File: config.mk
export PLATFORM = sky130hd
export DESIGN_NAME = load_align_unit_flat
export DESIGN_NICKNAME = d
export VERILOG_FILES = /design/src/rtl/load_align_unit_if.sv /design/src/rtl/load_align_unit.sv /design/src/flat_wrapper.sv
export SDC_FILE = /design/constraint.sdc
export NUM_CORES = 1
export LEC_CHECK = 0
export CAP_MARGIN = 20
export CORE_AREA = 8 8 98 100
export DETAILED_ROUTE_END_ITERATION = 6
export DIE_AREA = 0 0 106 108
export GPL_ROUTABILITY_DRIVEN = 0
export PLACE_DENSITY = 0.84
export SKIP_CTS_REPAIR_TIMING = 1
export SYNTH_ARGS = -nofsm -noshare
export SYNTH_HDL_FRONTEND = slang
export SYNTH_SLANG_ARGS = --single-unit
export TNS_END_PERCENT = 5
File: constraint.sdc
create_clock -name clk -period 4.2 [get_ports clk]
set_input_delay 0.42 -clock clk [delete_from_list [all_inputs] [get_ports clk]]
set_output_delay 0.42 -clock clk [all_outputs]
set_load 0.01 [all_outputs]
File: src/rtl/load_align_unit_if.sv
// Load-path bundle: request channel, aligned memory read channel, response channel.
interface load_align_unit_if #(
  parameter int XLEN   = 32,
  parameter int ADDR_W = 32
);
  logic              reqValid;
  logic              reqReady;
  logic [ADDR_W-1:0] reqAddr;
  logic [2:0]        reqCtrl;
  logic              memReqValid;
  logic              memReqReady;
  logic [ADDR_W-1:0] memAddr;
  logic              memRspValid;
  logic [XLEN-1:0]   memRspData;
  logic              rspValid;
  logic              rspReady;
  logic [XLEN-1:0]   rspData;
  logic              rspFault;

  modport slave (
    input  reqValid, reqAddr, reqCtrl, memReqReady, memRspValid, memRspData, rspReady,
    output reqReady, memReqValid, memAddr, rspValid, rspData, rspFault
  );

  modport master (
    output reqValid, reqAddr, reqCtrl, memReqReady, memRspValid, memRspData, rspReady,
    input  reqReady, memReqValid, memAddr, rspValid, rspData, rspFault
  );
endinterface

File: src/rtl/load_align_unit.sv
// Load align unit: issues aligned reads, merges, extracts and extends load data.
// LOAD_MISALIGN_EN: when defined, misaligned loads are split into two reads; otherwise they fault.
module load_align_unit #(
  parameter int XLEN   = 32,
  parameter int ADDR_W = 32
) (
  input  logic               clk,
  input  logic               rstn,
  load_align_unit_if.slave   bus
);
  localparam int B     = XLEN / 8;
  localparam int OFF_W = $clog2(B);

  typedef enum logic [2:0] {IDLE, RD0, WAIT0, RD1, WAIT1, RESP} state_e;

  state_e            state_q;
  logic              reqReady_q, memReqValid_q, rspValid_q, rspFault_q;
  logic [ADDR_W-1:0] memAddr_q;
  logic [XLEN-1:0]   rspData_q;
  logic [OFF_W-1:0]  off_q;
  logic [2:0]        ctrl_q;
`ifdef LOAD_MISALIGN_EN
  logic [XLEN-1:0]   word0_q;
  logic              split_q;
`endif

  assign bus.reqReady    = reqReady_q;
  assign bus.memReqValid = memReqValid_q;
  assign bus.memAddr     = memAddr_q;
  assign bus.rspValid    = rspValid_q;
  assign bus.rspData     = rspData_q;
  assign bus.rspFault    = rspFault_q;

  // Request decode; only feeds registers on accept.
  logic [OFF_W-1:0]  req_off;
  logic [4:0]        req_size;
  logic              req_illegal, req_misal, wait0_split;
  always_comb begin
    req_off     = bus.reqAddr[OFF_W-1:0];
    req_size    = 5'd1 << bus.reqCtrl[1:0];
    req_illegal = (bus.reqCtrl == 3'b111) ||
                  ((XLEN == 32) && (bus.reqCtrl == 3'b011 || bus.reqCtrl == 3'b110));
    req_misal   = (5'(req_off) + req_size) > 5'(B);
`ifdef LOAD_MISALIGN_EN
    wait0_split = split_q;
`else
    wait0_split = 1'b0;
`endif
  end

  // Merge the word pair, shift the addressed bytes down, then extend.
  logic [XLEN-1:0]   w_lo, w_hi, raw, ext_data;
  logic [OFF_W+2:0]  sh;
  always_comb begin
`ifdef LOAD_MISALIGN_EN
    w_lo = (state_q == WAIT1) ? word0_q : bus.memRspData;
    w_hi = (state_q == WAIT1) ? bus.memRspData : '0;
`else
    w_lo = bus.memRspData;
    w_hi = '0;
`endif
    sh  = {off_q, 3'b000};
    raw = XLEN'({w_hi, w_lo} >> sh);
    case (ctrl_q[1:0])
      2'd0:    ext_data = ctrl_q[2] ? XLEN'(raw[7:0])  : XLEN'($signed(raw[7:0]));
      2'd1:    ext_data = ctrl_q[2] ? XLEN'(raw[15:0]) : XLEN'($signed(raw[15:0]));
      2'd2:    ext_data = ctrl_q[2] ? XLEN'(raw[31:0]) : XLEN'($signed(raw[31:0]));
      default: ext_data = raw;
    endcase
  end

  always_ff @(posedge clk or negedge rstn) begin
    if (!rstn) begin
      state_q       <= IDLE;
      reqReady_q    <= 1'b0;
      memReqValid_q <= 1'b0;
      memAddr_q     <= '0;
      rspValid_q    <= 1'b0;
      rspData_q     <= '0;
      rspFault_q    <= 1'b0;
      off_q         <= '0;
      ctrl_q        <= '0;
`ifdef LOAD_MISALIGN_EN
      word0_q       <= '0;
      split_q       <= 1'b0;
`endif
    end else begin
      case (state_q)
        IDLE: begin
          reqReady_q <= 1'b1;
          if (bus.reqValid && reqReady_q) begin
            reqReady_q <= 1'b0;
            off_q      <= req_off;
            ctrl_q     <= bus.reqCtrl;
`ifdef LOAD_MISALIGN_EN
            split_q    <= req_misal;
            if (req_illegal) begin
`else
            if (req_illegal || req_misal) begin
`endif
              state_q    <= RESP;
              rspValid_q <= 1'b1;
              rspFault_q <= 1'b1;
              rspData_q  <= '0;
            end else begin
              state_q       <= RD0;
              memReqValid_q <= 1'b1;
              memAddr_q     <= {bus.reqAddr[ADDR_W-1:OFF_W], OFF_W'(0)};
            end
          end
        end
        RD0: if (bus.memReqReady) begin
          memReqValid_q <= 1'b0;
          state_q       <= WAIT0;
        end
        WAIT0: if (bus.memRspValid) begin
          if (wait0_split) begin
`ifdef LOAD_MISALIGN_EN
            word0_q       <= bus.memRspData;
            memReqValid_q <= 1'b1;
            memAddr_q     <= memAddr_q + ADDR_W'(B);  // wraps modulo address space
            state_q       <= RD1;
`endif
          end else begin
            rspValid_q <= 1'b1;
            rspFault_q <= 1'b0;
            rspData_q  <= ext_data;
            state_q    <= RESP;
          end
        end
`ifdef LOAD_MISALIGN_EN
        RD1: if (bus.memReqReady) begin
          memReqValid_q <= 1'b0;
          state_q       <= WAIT1;
        end
        WAIT1: if (bus.memRspValid) begin
          rspValid_q <= 1'b1;
          rspFault_q <= 1'b0;
          rspData_q  <= ext_data;
          state_q    <= RESP;
        end
`endif
        RESP: if (bus.rspReady) begin
          rspValid_q <= 1'b0;
          rspFault_q <= 1'b0;
          rspData_q  <= '0;
          reqReady_q <= 1'b1;
          state_q    <= IDLE;
        end
        default: state_q <= IDLE;
      endcase
    end
  end
endmodule

File: src/flat_wrapper.sv
// flat-port wrapper written by rule: the top's interface ports become plain ports
module load_align_unit_flat 
#(
  parameter int XLEN   = 32,
  parameter int ADDR_W = 32
)
  (clk, rstn, bus_reqValid, bus_reqAddr, bus_reqCtrl, bus_memReqReady, bus_memRspValid, bus_memRspData, bus_rspReady, bus_reqReady, bus_memReqValid, bus_memAddr, bus_rspValid, bus_rspData, bus_rspFault);
  load_align_unit_if #(.XLEN(XLEN), .ADDR_W(ADDR_W)) bus_i ();
  input  logic clk;
  input  logic rstn;
  input wire logic [$bits(bus_i.reqValid)-1:0] bus_reqValid;
  input wire logic [$bits(bus_i.reqAddr)-1:0] bus_reqAddr;
  input wire logic [$bits(bus_i.reqCtrl)-1:0] bus_reqCtrl;
  input wire logic [$bits(bus_i.memReqReady)-1:0] bus_memReqReady;
  input wire logic [$bits(bus_i.memRspValid)-1:0] bus_memRspValid;
  input wire logic [$bits(bus_i.memRspData)-1:0] bus_memRspData;
  input wire logic [$bits(bus_i.rspReady)-1:0] bus_rspReady;
  output wire logic [$bits(bus_i.reqReady)-1:0] bus_reqReady;
  output wire logic [$bits(bus_i.memReqValid)-1:0] bus_memReqValid;
  output wire logic [$bits(bus_i.memAddr)-1:0] bus_memAddr;
  output wire logic [$bits(bus_i.rspValid)-1:0] bus_rspValid;
  output wire logic [$bits(bus_i.rspData)-1:0] bus_rspData;
  output wire logic [$bits(bus_i.rspFault)-1:0] bus_rspFault;
  assign bus_i.reqValid = bus_reqValid;
  assign bus_i.reqAddr = bus_reqAddr;
  assign bus_i.reqCtrl = bus_reqCtrl;
  assign bus_i.memReqReady = bus_memReqReady;
  assign bus_i.memRspValid = bus_memRspValid;
  assign bus_i.memRspData = bus_memRspData;
  assign bus_i.rspReady = bus_rspReady;
  assign bus_reqReady = bus_i.reqReady;
  assign bus_memReqValid = bus_i.memReqValid;
  assign bus_memAddr = bus_i.memAddr;
  assign bus_rspValid = bus_i.rspValid;
  assign bus_rspData = bus_i.rspData;
  assign bus_rspFault = bus_i.rspFault;
  load_align_unit #(.XLEN(XLEN), .ADDR_W(ADDR_W)) u_core (.clk(clk), .rstn(rstn), .bus(bus_i));
endmodule
==> reports/results.ini <==
[power_and_ir_drop]
ir_worst_vdd_mv = 0.2904
p_leak_nw = 2.211
power_mw = 3.469
power_density_nw_per_um2 = 655.4

[synthesis]
synthArstFlopShare = 1.000
postSynthAreaPerCell_sq_um = 12.31
synth_most_common_cell = dfrtp_1
synthFlopType = dfrtp_1
ys_types = 47
synth_edf_count = 0
ys_seq_area_frac = 0.4917
yosysTopAreaCell = dfrtp_1
ys_ff_latch = 74
yosysWarnings = 0
yosys.area.top_type_share = 0.4917
synth_common_cells = dfrtp_1, mux2_1, o211ai_1, a221o_1
postSynthCellCount = 306
synth_area_leaders = dfrtp_1, mux2_1, a221o_1
syn_area_sq_um = 3766

[setup_path]
cp.arrival_ns = 3.42
max_stage_delay_ns = 0.59
crit_chain = clkdlybuf4s50_1 -> nand2b_1 -> inv_1 -> ha_1 -> a2111o_1 -> a22oi_4 -> and2_1 -> buf_4 -> mux2_2
required_ns = 4.42
criticalPathCategory = input pin to register
endpoint_kind = register
cpMaxStageDelayCell = clkdlybuf4s50_1
cp-start-kind = input pin
cp.buffers_inverters = 3
worst-path-max-fanout = 31
critPathTopFamily = buffers and inverters

[sta]
slew_headroom = 0.3782
skew_ns = 0.01004
rsz0062_at_grt = no
finalSetupViolCount = 0
max_freq_mhz = 312.9
finalCritPeriodShare = 0.7609
hold_violations = 0
worst_pin_slew_ns = 0.9328
finalWorstSetupSlack_ns = 1.004
setup_tns_ns = 0
min_period_ns = 3.196
slew_viol_final = 0

[layout]
nFillCells = 633
final_area_sq_um = 5293
area_growth_pct = 40.53
drive_gt1_frac = 0.1109
regArea_sq_um = 1852
layout.nets = 505
antenna_cells = 0
multi_input_area_sq_um = 1693

[global_route]
grt_pass1_wl_microns = 16680
grt_max_degree = 75
first_global_vias = 3122
grt.total_usage = 0.1825
grt_overflow_total = 0
antenna_found_initial = 0

[floorplanning]
die_area_sq_um = 11450
die_w_microns = 106
start_util = 0.4678
fp.dieH_microns = 108
io_pins = 141
floorplan.core_area_sq_um = 8051
core.rowCount = 33

[route]
wirelength_microns = 10410
wire_per_inst_microns = 19.35
avgViaCountPerCell = 5.567
initialDrtViolationCount = 186
num_vias = 2995
firstDrtPassIters = 4
drcViolationCount = 0
ant_nets = 0

[clock_tree]
clock_tree.root_cell = clkbuf_8
cts_buffers = 9
cts_tree = yes
clk-insertion-delay-late_ns = 0.34
clockBufferDepth = 2
cts_num_sinks = 74
clk_pin_slew_worst_paths_ns = 0.08
cts_max_level = 3

[place]
port_buffers = 138
pre_cts_slack_ns = 0.6601
hpwlAfterDp_microns = 7994
dpl-instance-area_sq_um = 5124

[hold_path]
hp-class = input pin to asynchronous set/reset pin

[flow_run]
cap_violations = 0

[outcome]
status = finished clean

power breakdown:
part | total (mW) | switching [mW] | leakage (nW) | internal, mW
logic | 1.72 | 0.767 | 1.18 | 0.950
clock network | 0.479 | 0.254 | 0.0879 | 0.225
registers | 1.27 | 0.249 | 0.943 | 1.02
layer usage:
layer | track usage | up-vias | part of all wire
met5 | 0 | - | 0
met4 | 0.06030 | 0 | 0.014
met3 | 0.04819 | 12 | 0.065
met2 | 0.2855 | 115 | 0.48
met1 | 0.2419 | 1478 | 0.44
li1 | - | 1390 | -
path summary, 6_finish.rpt:
path                                              from                      to  slack (ns)  depth (start not counted)
worst max register to register         u_core.off_q[0]  u_core.bus.rspData[21]        1.53                          5
min in group clk                u_core.bus.memAddr[20]  u_core.bus.memAddr[20]        0.49                          1
worst min register to register  u_core.bus.memAddr[20]  u_core.bus.memAddr[20]        0.49                          1
max in group asynchronous                         rstn        u_core.ctrl_q[0]        3.37                          1
worst min-delay path                              rstn  u_core.bus.memReqValid        0.20                          1
worst max-delay path                    bus_reqCtrl[1]   u_core.bus.memAddr[2]        1.00                          9
layout make-up:
class / instances / area share
inverter: 7 / 0.004965
tap: 105 / 0.02482
clock buffer: 10 / 0.02600
sequential: 74 / 0.3499
multi-input combinational: 195 / 0.3199
timing repair buffer: 142 / 0.2686
clock inverter: 5 / 0.005910
worst reg2reg max path, delay by kind of cell (launching register included):
| family | cells | cell delay (ns) |
|---|---|---|
| mux | 2 | 0.67 |
| compound gates | 1 | 0.23 |
| simple gates | 1 | 0.64 |
| flops | 1 | 0.64 |
| buf+inv | 1 | 0.42 |
registers in the layout, indices dropped and copies added (netlist names):
signal,count
u_core.bus.memAddr,30
u_core.bus.memReqValid,1
u_core.bus.reqReady,1
u_core.bus.rspData,32
u_core.bus.rspFault,1
u_core.bus.rspValid,1
u_core.ctrl_q,3
u_core.off_q,2
u_core.state_q,3
cells by family (layout without fill, tap and decap cells):
group	count (synthesis)	count (layout)	synth area share
and+or+nand+nor	51	51	0.08771
buffers and inverters	38	164	0.05980
adders and majority gates	3	3	0.01196
xor gates and xnor gates	1	1	0.002326
muxes	54	54	0.1638
other	1	2	0.0009957
AOI/OAI and AO/OA	84	84	0.1817
DFF	74	74	0.4917
cells in the final DEF (no fill, tap or decap), drive strengths merged, types with 2 or more instances in the layout:
cell           netlist  routed
a211o                2       2
mux2i               11      11
o41ai                6       6
mux2                41      41
nor2                 9       9
a21oi               12      12
o211ai              17      17
a211oi               6       6
clkdlybuf4s50        0     137
nor3                 2       2
nand2               10      10
dfrtp               74      74
nor3b                2       2
clkinv               0       4
nor2b                9       9
o21ai               12      12
ha                   2       2
inv                  7       7
buf                 22       5
a221o               15      15
clkbuf               9      10
conb                 1       2
mux4                 2       2
o31ai                8       8
nand2b               3       3
nand3b               8       8
through the flow:
| stage | hold WS [ns] | cells | utilization |
|---|---|---|---|
| after floorplan | 0.1244 | 307 | - |
| after global placement | 0.4664 | 523 | 0.6364 |
| after detailed placement | 0.4775 | 523 | 0.6364 |
| after CTS | 0.2482 | 538 | 0.6573 |
| after global routing | 0.2693 | 538 | 0.6573 |
| final | 0.1974 | 538 | 0.6573 |
Power figures use the tool's default switching activity.
